**config.mk**
```make
export PLATFORM = sky130hd
export DESIGN_NAME = mips_multicycle_ctrl
export DESIGN_NICKNAME = d
export VERILOG_FILES = /design/src/rtl/mips_multicycle_ctrl.sv
export SDC_FILE = /design/constraint.sdc
export NUM_CORES = 1
export LEC_CHECK = 0
export CORE_ASPECT_RATIO = 0.75
export CORE_MARGIN = 2
export CORE_UTILIZATION = 51
export CTS_BUF_LIST = sky130_fd_sc_hd__clkbuf_4 sky130_fd_sc_hd__clkbuf_8
export DETAILED_ROUTE_END_ITERATION = 12
export GPL_ROUTABILITY_DRIVEN = 0
export GPL_TIMING_DRIVEN = 0
export MAX_ROUTING_LAYER = met4
export PLACE_DENSITY_LB_ADDON = 0.12
export SLEW_MARGIN = 20
export SYNTH_ARGS = -nofsm -noshare
export SYNTH_HDL_FRONTEND = slang
export SYNTH_SLANG_ARGS = --single-unit
```
**constraint.sdc**
```tcl
create_clock -name clock -period 4.2 [get_ports clock]
set_input_delay 1.05 -clock clock [delete_from_list [all_inputs] [get_ports clock]]
set_output_delay 1.05 -clock clock [all_outputs]
set_load 0.02 [all_outputs]
```
**src/rtl/mips_multicycle_ctrl.sv**
```systemverilog
// Control FSM for the shared-memory MIPS multicycle datapath: sequences one
// instruction at a time, stalls on mem_ready and counts retired instructions.
module mips_multicycle_ctrl (
    input  logic        clock,
    input  logic        reset,
    input  logic [5:0]  opcode,
    input  logic [5:0]  funct,
    input  logic        zero,
    input  logic        mem_ready,
    output logic        pc_en,
    output logic        iord,
    output logic        mem_write,
    output logic        ir_write,
    output logic        reg_dst,
    output logic        mem_to_reg,
    output logic        reg_write,
    output logic        alu_src_a,
    output logic [1:0]  alu_src_b,
    output logic [2:0]  alu_control,
    output logic [1:0]  pc_src,
    output logic [3:0]  state,
    output logic        instr_retired,
    output logic        illegal_op,
    output logic [31:0] retired_count
);

    localparam logic [3:0] FETCH    = 4'd0;
    localparam logic [3:0] DECODE   = 4'd1;
    localparam logic [3:0] MEMADR   = 4'd2;
    localparam logic [3:0] MEMREAD  = 4'd3;
    localparam logic [3:0] MEMWB    = 4'd4;
    localparam logic [3:0] MEMWRITE = 4'd5;
    localparam logic [3:0] EXECUTE  = 4'd6;
    localparam logic [3:0] ALUWB    = 4'd7;
    localparam logic [3:0] BRANCH   = 4'd8;
    localparam logic [3:0] ADDIEX   = 4'd9;
    localparam logic [3:0] ADDIWB   = 4'd10;
    localparam logic [3:0] JUMP     = 4'd11;

    localparam logic [5:0] OP_RTYPE = 6'b000000;
    localparam logic [5:0] OP_LW    = 6'b100011;
    localparam logic [5:0] OP_SW    = 6'b101011;
    localparam logic [5:0] OP_BEQ   = 6'b000100;
    localparam logic [5:0] OP_ADDI  = 6'b001000;
    localparam logic [5:0] OP_J     = 6'b000010;

    localparam logic [2:0] ALU_ADD = 3'b010;
    localparam logic [2:0] ALU_SUB = 3'b110;
    localparam logic [2:0] ALU_AND = 3'b000;
    localparam logic [2:0] ALU_OR  = 3'b001;
    localparam logic [2:0] ALU_SLT = 3'b111;

    logic [3:0] state_q;
    logic [3:0] state_d;
    logic       pc_write;
    logic       branch;
    logic       ir_write_c;
    logic       reg_write_c;
    logic       mem_write_c;
    logic       retire_c;
    logic       illegal_c;

    // Returns {legal, alu_control}; unsupported funct codes fall back to add.
    function automatic logic [3:0] alu_decode(input logic [5:0] fn);
        case (fn)
            6'b100000: alu_decode = {1'b1, ALU_ADD};
            6'b100010: alu_decode = {1'b1, ALU_SUB};
            6'b100100: alu_decode = {1'b1, ALU_AND};
            6'b100101: alu_decode = {1'b1, ALU_OR};
            6'b101010: alu_decode = {1'b1, ALU_SLT};
            default:   alu_decode = {1'b0, ALU_ADD};
        endcase
    endfunction

    always_comb begin
        state_d     = FETCH;
        pc_write    = 1'b0;
        branch      = 1'b0;
        iord        = 1'b0;
        mem_write_c = 1'b0;
        ir_write_c  = 1'b0;
        reg_dst     = 1'b0;
        mem_to_reg  = 1'b0;
        reg_write_c = 1'b0;
        alu_src_a   = 1'b0;
        alu_src_b   = 2'b00;
        alu_control = ALU_ADD;
        pc_src      = 2'b00;
        retire_c    = 1'b0;
        illegal_c   = 1'b0;

        case (state_q)
            FETCH: begin
                alu_src_b = 2'b01;
                if (mem_ready) begin
                    ir_write_c = 1'b1;
                    pc_write   = 1'b1;
                    state_d    = DECODE;
                end else begin
                    state_d = FETCH;
                end
            end
            DECODE: begin
                // Branch target is computed here so BRANCH can use ALUOut.
                alu_src_b = 2'b11;
                case (opcode)
                    OP_LW, OP_SW: state_d = MEMADR;
                    OP_RTYPE:     state_d = EXECUTE;
                    OP_BEQ:       state_d = BRANCH;
                    OP_ADDI:      state_d = ADDIEX;
                    OP_J:         state_d = JUMP;
                    default: begin
                        illegal_c = 1'b1;
                        state_d   = FETCH;
                    end
                endcase
            end
            MEMADR: begin
                alu_src_a = 1'b1;
                alu_src_b = 2'b10;
                state_d   = (opcode == OP_SW) ? MEMWRITE : MEMREAD;
            end
            MEMREAD: begin
                iord    = 1'b1;
                state_d = mem_ready ? MEMWB : MEMREAD;
            end
            MEMWB: begin
                mem_to_reg  = 1'b1;
                reg_write_c = 1'b1;
                retire_c    = 1'b1;
                state_d     = FETCH;
            end
            MEMWRITE: begin
                iord        = 1'b1;
                mem_write_c = 1'b1;
                retire_c    = mem_ready;
                state_d     = mem_ready ? FETCH : MEMWRITE;
            end
            EXECUTE: begin
                alu_src_a   = 1'b1;
                alu_control = alu_decode(funct)[2:0];
                if (alu_decode(funct)[3]) begin
                    state_d = ALUWB;
                end else begin
                    illegal_c = 1'b1;
                    state_d   = FETCH;
                end
            end
            ALUWB: begin
                reg_dst     = 1'b1;
                reg_write_c = 1'b1;
                retire_c    = 1'b1;
                state_d     = FETCH;
            end
            BRANCH: begin
                alu_src_a   = 1'b1;
                alu_control = ALU_SUB;
                pc_src      = 2'b01;
                branch      = 1'b1;
                retire_c    = 1'b1;
                state_d     = FETCH;
            end
            ADDIEX: begin
                alu_src_a = 1'b1;
                alu_src_b = 2'b10;
                state_d   = ADDIWB;
            end
            ADDIWB: begin
                reg_write_c = 1'b1;
                retire_c    = 1'b1;
                state_d     = FETCH;
            end
            JUMP: begin
                pc_src   = 2'b10;
                pc_write = 1'b1;
                retire_c = 1'b1;
                state_d  = FETCH;
            end
            default: state_d = FETCH;
        endcase
    end

    // Write strobes and pulses are masked directly by reset so nothing
    // leaks out while reset is held, even though FETCH decodes mem_ready.
    assign pc_en         = (pc_write | (branch & zero)) & reset;
    assign ir_write      = ir_write_c & reset;
    assign reg_write     = reg_write_c & reset;
    assign mem_write     = mem_write_c & reset;
    assign instr_retired = retire_c & reset;
    assign illegal_op    = illegal_c & reset;
    assign state         = state_q;

    always_ff @(posedge clock or negedge reset) begin
        if (!reset) begin
            state_q       <= FETCH;
            retired_count <= 32'd0;
        end else begin
            state_q <= state_d;
            if (retire_c) begin
                retired_count <= retired_count + 32'd1;
            end
        end
    end

endmodule

```
==> results of run 1 <==
flip-flops by register name (all words and copies together), names as in the netlist:
name and count:
state 4, retired_count 32
metal layers:
layer  share of wire (%)  wire length (µm)
met1                  50              2520
met2                  43              2190
met3                 6.9               352
met4                0.37                19
met5                   0                 0
logic make-up after synthesis:
logic type               count (synthesis)
flip-flops                              36
AND/OR/NAND/NOR                        115
AO/OA/AOI/OAI                           23
buffers and inverters                   19
adder cells (fa/ha/maj)                  1
XOR/XNOR                                34
multiplexers                             3
repair_timing:
action | in CTS | in global routing
endpoints found under the hold margin | 0 | 0
resized for setup | 0 | 2
setup buffers | 0 | 0
setup endpoints to repair | 0 | 1
layout by cell type (no fill, tap or decap), types with 4 or more instances in the layout:
cell type and count:
nand4_1 6, nand2b_1 4, nand3_1 9, clkbuf_1 6, nand3b_1 4, dfrtp_1 36
inv_1 10, xor2_1 24, a21oi_1 6, nand2_1 19, nor3_1 22, nor2_1 19
clkbuf_8 6, clkdlybuf4s50_1 67, nor4_1 9, xnor2_1 10, o21ai_0 4
area by class of cell:
type / instances / area (µm²) / area share (%)
Sequential cell: 36 / 901 / 29.7
Buffer: 9 / 50.0 / 1.65
Multi-Input combinational cell: 176 / 1180 / 39.0
Tap cell: 55 / 68.8 / 2.27
Timing Repair Buffer: 69 / 696 / 22.9
Clock buffer: 8 / 97.6 / 3.22
Inverter: 10 / 37.5 / 1.24
power by group through the flow:
stage          logic (mW)  clock network [mW]  registers [mW]
2_1_floorplan       0.244                   0           0.437
3_3_place_gp        0.453                   0           0.412
3_5_place_dp        0.460                   0           0.413
4_1_cts             0.461               0.265           0.407
5_1_grt             0.498               0.281           0.411
6_report            0.463               0.260           0.407
per-stage QoR:
stage / hold WS [ns] / cell area, µm²
6_report: 0.474 / 3030
3_5_place_dp: 0.471 / 2920
5_1_grt: 0.502 / 3030
4_1_cts: 0.484 / 3020
2_1_floorplan: 0.578 / 2160
3_3_place_gp: 0.454 / 2910
final timing paths:
kind,startpoint,slack [ns],cells after the start,to
max reg2reg,state[1],2.34,6,retired_count[13]
min in group asynchronous,reset,0.63,1,retired_count[26]
min reg2reg,retired_count[31],0.47,1,retired_count[31]
min,retired_count[31],0.47,1,retired_count[31]
max in group asynchronous,reset,3.15,2,retired_count[21]
max,opcode[1],0.15,7,illegal_op
==> flow_summary.json, run 1 <==
{
  "outcome": "complete, no violations",
  "path_clk_slew_ns": 0.07,
  "critPathTopFamily": "buffers and inverters",
  "hold_viol": 0,
  "dieHeight_um": 60.3,
  "synthXorXnorAreaFrac_pct": 13.8,
  "synth_area_leader_cell": "dfrtp_1",
  "synthCells": 231,
  "critPathMostFrequentCell": "clkdlybuf4s50_1",
  "crit_type": "in -> out",
  "grt.met1_usage_pct": 34.7,
  "viasPerCell": 5.49,
  "internal_power_mw": 0.721,
  "pin_count": 69,
  "vdd_drop_max_mv": 0.211,
  "root_buffer": "clkbuf_8",
  "synthMuxAreaShare_pct": 1.45,
  "synth_fa_ha_area_share_pct": 0.580,
  "grt_pass1_vias": 1680,
  "row_count": 20,
  "holdBufCountCts": 0,
  "cts-root-to-sink-buffers": 2,
  "p_total_mw": 1.13,
  "fin_cells": 363,
  "path_buf_inv": 2,
  "grt_pass1_wl_um": 8200,
  "synth.most_common_cell": "dfrtp_1",
  "route.detailed.drc": 0,
  "synth_async_sr_flop_share_pct": 100,
  "dr.pass1.iters": 4,
  "synth_nets": 248,
  "grt_max_degree": 28,
  "yosysWarnings": 0,
  "num_antenna_cells": 0,
  "layout-drive-gt1-share_pct": 8.77,
  "dr.first_iter.drc_count": 94,
  "vias": 1993,
  "startpoint_type": "input port",
  "busiest_layer": "met1",
  "crit_fanout": 5,
  "slowest_stage": "clkdlybuf4s50_1",
  "antenna_found_initial": 0,
  "worstPathRequired_ns": 3.15,
  "synthTopCellsByCount": "36 x dfrtp_1, 24 x xor2_1, 22 x nor3_1, 19 x nand2_1, 19 x nor2_1",
  "post-route-period-util_pct": 96.5,
  "seq_power_share_pct": 36.0,
  "hold_class": "reg -> reg",
  "dp.cells": 355,
  "fp.dieW_um": 79.1,
  "use_met3_pct": 4.91,
  "crit_arrival_ns": 3.00,
  "synth_cell_types": 46,
  "final_nets": 324,
  "synth_top_cell_area_share_pct": 41.7,
  "crit_path_end_kind": "output pin",
  "cts-buffers-inserted": 5,
  "worst_slack_ns": 0.149,
  "slowest_delay_ns": 0.53,
  "p_leak_nw": 1.32,
  "p_sw_mw": 0.409,
  "wl_per_cell_um": 14.0,
  "antenna_left": 0,
  "coreArea_mm2": 0.00405,
  "final_util_pct": 74.8,
  "crit_chain": "clkdlybuf4s50_1 > nor4_2 > a21oi_1 > o2111ai_1 > o31a_1 > nor2_1 > clkdlybuf4s50_1",
  "clock-sinks": 36,
  "powerDensity_mw_per_mm2": 373,
  "layout_min_cycle_time_ns": 4.05,
  "synth_compound_area_share_pct": 7.59,
  "power_frac_clock_pct": 23.0,
  "place_hpwl_um": 3840,
  "tns_ns": 0,
  "clock_latency_ns": 0.28,
  "fmax_mhz": 247,
  "setup_viol": 0,
  "swShare_pct": 36.2,
  "synth_top_family_by_area": "simple AND/OR/NAND/NOR gates",
  "drv_slew": 0,
  "max_cap_violations": 0,
  "cts_tree": "yes",
  "start_util_pct": 53.2,
  "syn_avg_cell_area_um2": 9.34,
  "ys_ff_latch": 36,
  "port_buffers": 68,
  "rsz0062_at_grt": "false",
  "die_area_mm2": 0.00477,
  "dp_slack_ns": 0.0156,
  "fin_worst_skew_ns": 0.00502,
  "grt-ovfl-total": 0,
  "tightest_slew_ns": 0.591,
  "ys_seq_area_share_pct": 41.7,
  "syn_to_final_growth_pct": 40.5,
  "yosys.area_share.simple_pct": 30.8,
  "groute.usage.overall_pct": 23.0,
  "p_comb_share_pct": 41.0,
  "n_fill_cell": 318,
  "synthesis.area_mm2": 0.00216,
  "yosys-top-cells-area": "dfrtp_1 42%, xor2_1 9.7%, nor3_1 5.1%",
  "max_slew_margin_pct": 60.6,
  "htree_levels": 2,
  "grt_util_met2_pct": 32.6,
  "synth_edf_count": 0,
  "wl_um": 5090,
  "synth-main-ff-cell": "dfrtp_1"
}
(Power assumes the default switching activity.)
==> inputs of run 2 (changes only) <==
==> constraint.sdc (replaced) <==
create_clock -name clock -period 5 [get_ports clock]
set_input_delay 1.25 -clock clock [delete_from_list [all_inputs] [get_ports clock]]
set_output_delay 1.25 -clock clock [all_outputs]
set_load 0.02 [all_outputs]
==> flow_summary.json, run 2 (same netlist as run 1, synthesis figures left out) <==
{
  "outcome": "complete, no violations",
  "crit_path_end_kind": "output pin",
  "grt-ovfl-total": 0,
  "final_cell_mix": "67 x clkdlybuf4s50_1, 36 x dfrtp_1, 24 x xor2_1",
  "fp.dieW_um": 79.1,
  "cts-buffers-inserted": 5,
  "antenna_left": 0,
  "startpoint_type": "input port",
  "cts-root-to-sink-buffers": 2,
  "max_slew_margin_pct": 60.6,
  "wl_per_cell_um": 14.0,
  "coreArea_mm2": 0.00405,
  "hold_viol": 0,
  "dr.pass1.iters": 4,
  "min_from": "retired_count[31]",
  "rsz0062_at_grt": "false",
  "crit_arrival_ns": 3.35,
  "timing.rr.start": "state[1]",
  "post-route-period-util_pct": 92.0,
  "groute.usage.overall_pct": 23.0,
  "place_hpwl_um": 3840,
  "root_buffer": "clkbuf_8",
  "pin_count": 69,
  "r2r-end": "retired_count[13]",
  "layout-drive-gt1-share_pct": 8.12,
  "wl_um": 5080,
  "dr.first_iter.drc_count": 103,
  "antenna_found_initial": 0,
  "viasPerCell": 5.49,
  "internal_power_mw": 0.605,
  "row_count": 20,
  "powerDensity_mw_per_mm2": 314,
  "cts_resized": 0,
  "layout_commonest_cell": "clkdlybuf4s50_1",
  "grt_max_degree": 28,
  "hold_depth": 1,
  "p_total_mw": 0.948,
  "r2r_slack_ns": 3.14,
  "vdd_drop_max_mv": 0.178,
  "p_sw_mw": 0.343,
  "largest_reg_flops": 32,
  "clock-sinks": 36,
  "worst_slack_ns": 0.401,
  "place_area_mm2": 0.00292,
  "p_leak_nw": 1.32,
  "holdBufCountCts": 0,
  "crit_type": "in -> out",
  "syn_to_final_growth_pct": 39.9,
  "layout_min_cycle_time_ns": 4.60,
  "clock_latency_ns": 0.28,
  "swShare_pct": 36.2,
  "crit_fanout": 4,
  "drv_slew": 0,
  "worstPathRequired_ns": 3.75,
  "fin_worst_skew_ns": 0.00502,
  "num_antenna_cells": 0,
  "cp-startpoint": "funct[2]",
  "htree_levels": 2,
  "route.detailed.drc": 0,
  "path_clk_slew_ns": 0.07,
  "tightest_slew_ns": 0.591,
  "power_frac_clock_pct": 23.0,
  "final_nets": 324,
  "min_to": "retired_count[31]",
  "regMostFlops": "retired_count",
  "seq_power_share_pct": 36.0,
  "fmax_mhz": 217,
  "hold_class": "reg -> reg",
  "rr_worst_depth": 6,
  "vias": 1994,
  "die_area_mm2": 0.00477,
  "start_util_pct": 53.2,
  "cts_tree": "yes",
  "max_cap_violations": 0,
  "p_comb_share_pct": 41.0,
  "port_buffers": 68,
  "fin_area_mm2": 0.00302,
  "dieHeight_um": 60.3,
  "grt_pass1_vias": 1680,
  "dp_slack_ns": 0.416,
  "setup_viol": 0,
  "cts_setup_buffers": 0,
  "grt_pass1_wl_um": 8200
}
run 2: cell count changes in the layout (fill, tap and decap cells not counted):
cell | previous run | this run
nor4_1 | 9 | 10
nor4_2 | 2 | 1
a211oi_1 | 0 | 1
a211oi_2 | 1 | 0
run 2: how the worst max path moves through the flow:
stage,slack (ns),cells past startpoint,to
3_5_place_dp,0.42,6,illegal_op
2_1_floorplan,1.26,3,alu_control[2]
6_report,0.40,6,illegal_op
5_1_grt,0.30,6,illegal_op
3_3_place_gp,-0.43,4,pc_en
4_1_cts,0.41,6,illegal_op
run 2: per-layer routing:
layer  GRT usage [%]  share of wire [%]  up-vias
met5               -                  0        -
met4            3.69               0.37        0
met3            4.91                6.4        2
met2            32.6                 43       75
met1            34.7                 51      939
li1                -                  -      978
run 2: area by class of cell:
cell class / count / area (µm²)
Fill cell: 315 / 1030
Inverter: 10 / 37.5
Tap cell: 55 / 68.8
Timing Repair Buffer: 69 / 696
Buffer: 9 / 50.0
Multi-Input combinational cell: 176 / 1170
Sequential cell: 36 / 901
Clock buffer: 8 / 97.6
run 2: critical path, cell delays in order:
cell and delay (ns):
clkdlybuf4s50_1 0.53, mux2_2 0.35, a211oi_1 0.46, o31a_1 0.18, nor2_1 0.04, clkdlybuf4s50_1 0.53
run 2: stage by stage:
stage                     std cells  setup TNS (ns)  util (%)  hold slack, ns
after floorplan                 231               0         -           0.578
after global placement          354           -2.25      71.7           0.454
after detailed placement        355               0      72.1           0.471
after CTS                       363               0      74.5           0.484
after global routing            363               0      74.5           0.502
final                           363               0      74.5           0.474
run 2: power by group through the flow:
stage,Combinational (mW),Clock (mW),Sequential (mW)
6_report,0.389,0.218,0.342
4_1_cts,0.387,0.223,0.342
5_1_grt,0.418,0.236,0.345
3_5_place_dp,0.386,0,0.347
2_1_floorplan,0.205,0,0.367
3_3_place_gp,0.380,0,0.346
==> inputs of run 3 (changes only) <==
--- a/config.mk
+++ b/config.mk
@@ -5,7 +5,6 @@
 export SDC_FILE = /design/constraint.sdc
 export NUM_CORES = 1
 export LEC_CHECK = 0
-export CORE_ASPECT_RATIO = 0.75
 export CORE_MARGIN = 2
 export CORE_UTILIZATION = 51
 export CTS_BUF_LIST = sky130_fd_sc_hd__clkbuf_4 sky130_fd_sc_hd__clkbuf_8
==> flow_summary.json, run 3 (same netlist as run 1, synthesis figures left out) <==
{
  "crit_type": "in -> out",
  "cts-buffers-inserted": 5,
  "cts_resized": 0,
  "layout-drive-gt1-share_pct": 8.12,
  "drv_slew": 0,
  "start_util_pct": 53.6,
  "use_met3_pct": 5.99,
  "final_cell_mix": "67 x clkdlybuf4s50_1, 36 x dfrtp_1, 24 x xor2_1",
  "hold_viol": 0,
  "die_area_mm2": 0.00477,
  "max_slew_margin_pct": 61.0,
  "grt_util_met2_pct": 38.0,
  "fin_cells": 358,
  "final_nets": 324,
  "n_fill_cell": 312,
  "dp.cells": 350,
  "row_count": 23,
  "busiest_layer": "met2",
  "regMostFlops": "retired_count",
  "grt_pass1_wl_um": 9200,
  "setup_viol": 0,
  "pin_count": 69,
  "dp_slack_ns": 0.539,
  "place_hpwl_um": 3880,
  "clock_latency_ns": 0.29,
  "viasPerCell": 5.51,
  "layout_commonest_cell": "clkdlybuf4s50_1",
  "route.detailed.drc": 0,
  "crit_fanout": 4,
  "grt_pass1_vias": 1937,
  "port_buffers": 68,
  "clock-sinks": 36,
  "syn_to_final_growth_pct": 40.3,
  "largest_reg_flops": 32,
  "coreArea_mm2": 0.00403,
  "crit_path_end_kind": "output pin",
  "cts_tree": "yes",
  "outcome": "complete, no violations",
  "groute.usage.overall_pct": 23.8,
  "vdd_drop_max_mv": 0.200,
  "grt.met1_usage_pct": 31.3,
  "startpoint_type": "input port",
  "fp.dieW_um": 69.1,
  "hold_class": "reg -> reg",
  "holdBufCountCts": 0,
  "antenna_found_initial": 0,
  "cts-root-to-sink-buffers": 2,
  "wl_per_cell_um": 15.1,
  "path_clk_slew_ns": 0.08,
  "num_antenna_cells": 0,
  "tightest_slew_ns": 0.584,
  "grt_max_degree": 26,
  "worstPathRequired_ns": 3.75,
  "dieHeight_um": 69.1,
  "powerDensity_mw_per_mm2": 326,
  "vias": 1972,
  "htree_levels": 2,
  "fmax_mhz": 223,
  "dr.first_iter.drc_count": 129,
  "cts_setup_buffers": 0,
  "grt-ovfl-total": 0,
  "p_total_mw": 0.988,
  "root_buffer": "clkbuf_8",
  "max_cap_violations": 0,
  "antenna_left": 0,
  "fin_worst_skew_ns": 0.0108,
  "post-route-period-util_pct": 89.7,
  "p_leak_nw": 1.32,
  "crit_arrival_ns": 3.23,
  "layout_min_cycle_time_ns": 4.48,
  "worst_slack_ns": 0.516,
  "rsz0062_at_grt": "false",
  "dr.pass1.iters": 4,
  "wl_um": 5420
}
==> run 3: changes by cell type in the layout (fill, tap and decap cells not counted) <==
cell / change
bufinv_16: +1
clkinv_2: +1
clkinvlp_4: +1
clkbuf_8: -1
clkbuf_4: -2
==> run 3: cell type report <==
cell class              instances  area (µm²)  area share, %
clock inverters                 3        42.5           1.40
repair buffers                 69         696           23.0
plain buffers                   9        50.0           1.65
clock buffers                   5        68.8           2.27
multi-input cells             176        1170           38.6
inverters                      10        37.5           1.24
well taps                      50        62.6           2.07
flip-flops and latches         36         901           29.8
==> run 3: path summary, 6_finish.rpt <==
kind / cells after the start / slack (ns) / start / endpoint
max: 6 / 0.52 / funct[2] / illegal_op
min: 1 / 0.48 / retired_count[31] / retired_count[31]
max reg2reg: 6 / 3.11 / state[3] / retired_count[16]
min reg2reg: 1 / 0.48 / retired_count[31] / retired_count[31]
max in group asynchronous: 2 / 3.70 / reset / retired_count[10]
min in group asynchronous: 1 / 0.85 / reset / retired_count[22]
==> run 3: power breakdown <==
| group | internal (mW) | switching [mW] | total, mW |
|---|---|---|---|
| Sequential | 0.312 | 0.0307 | 0.343 |
| Clock | 0.148 | 0.110 | 0.258 |
| Combinational | 0.170 | 0.217 | 0.387 |
| Total | 0.629 | 0.358 | 0.988 |
==> run 3: per-layer routing <==
metal,wire [µm],vias to the layer above
li1,-,974
met1,2480,932
met2,2590,60
met3,304,6
met4,41,0
met5,0,-
==> run 3: through the flow <==
| step | area, µm² | utilization [%] | TNS (ns) | hold WS (ns) |
|---|---|---|---|---|
| 2_1_floorplan | 2160 | - | 0 | 0.578 |
| 3_3_place_gp | 2900 | 72.0 | -3.20 | 0.472 |
| 3_5_place_dp | 2920 | 72.4 | 0 | 0.468 |
| 4_1_cts | 3030 | 75.2 | 0 | 0.483 |
| 5_1_grt | 3030 | 75.2 | 0 | 0.490 |
| 6_report | 3030 | 75.2 | 0 | 0.479 |
==> run 3: critical path, stage by stage <==
cell	delay, ns
clkdlybuf4s50_1	0.52
mux2_2	0.34
a211oi_1	0.37
o31a_1	0.17
nor2_1	0.04
clkdlybuf4s50_1	0.54
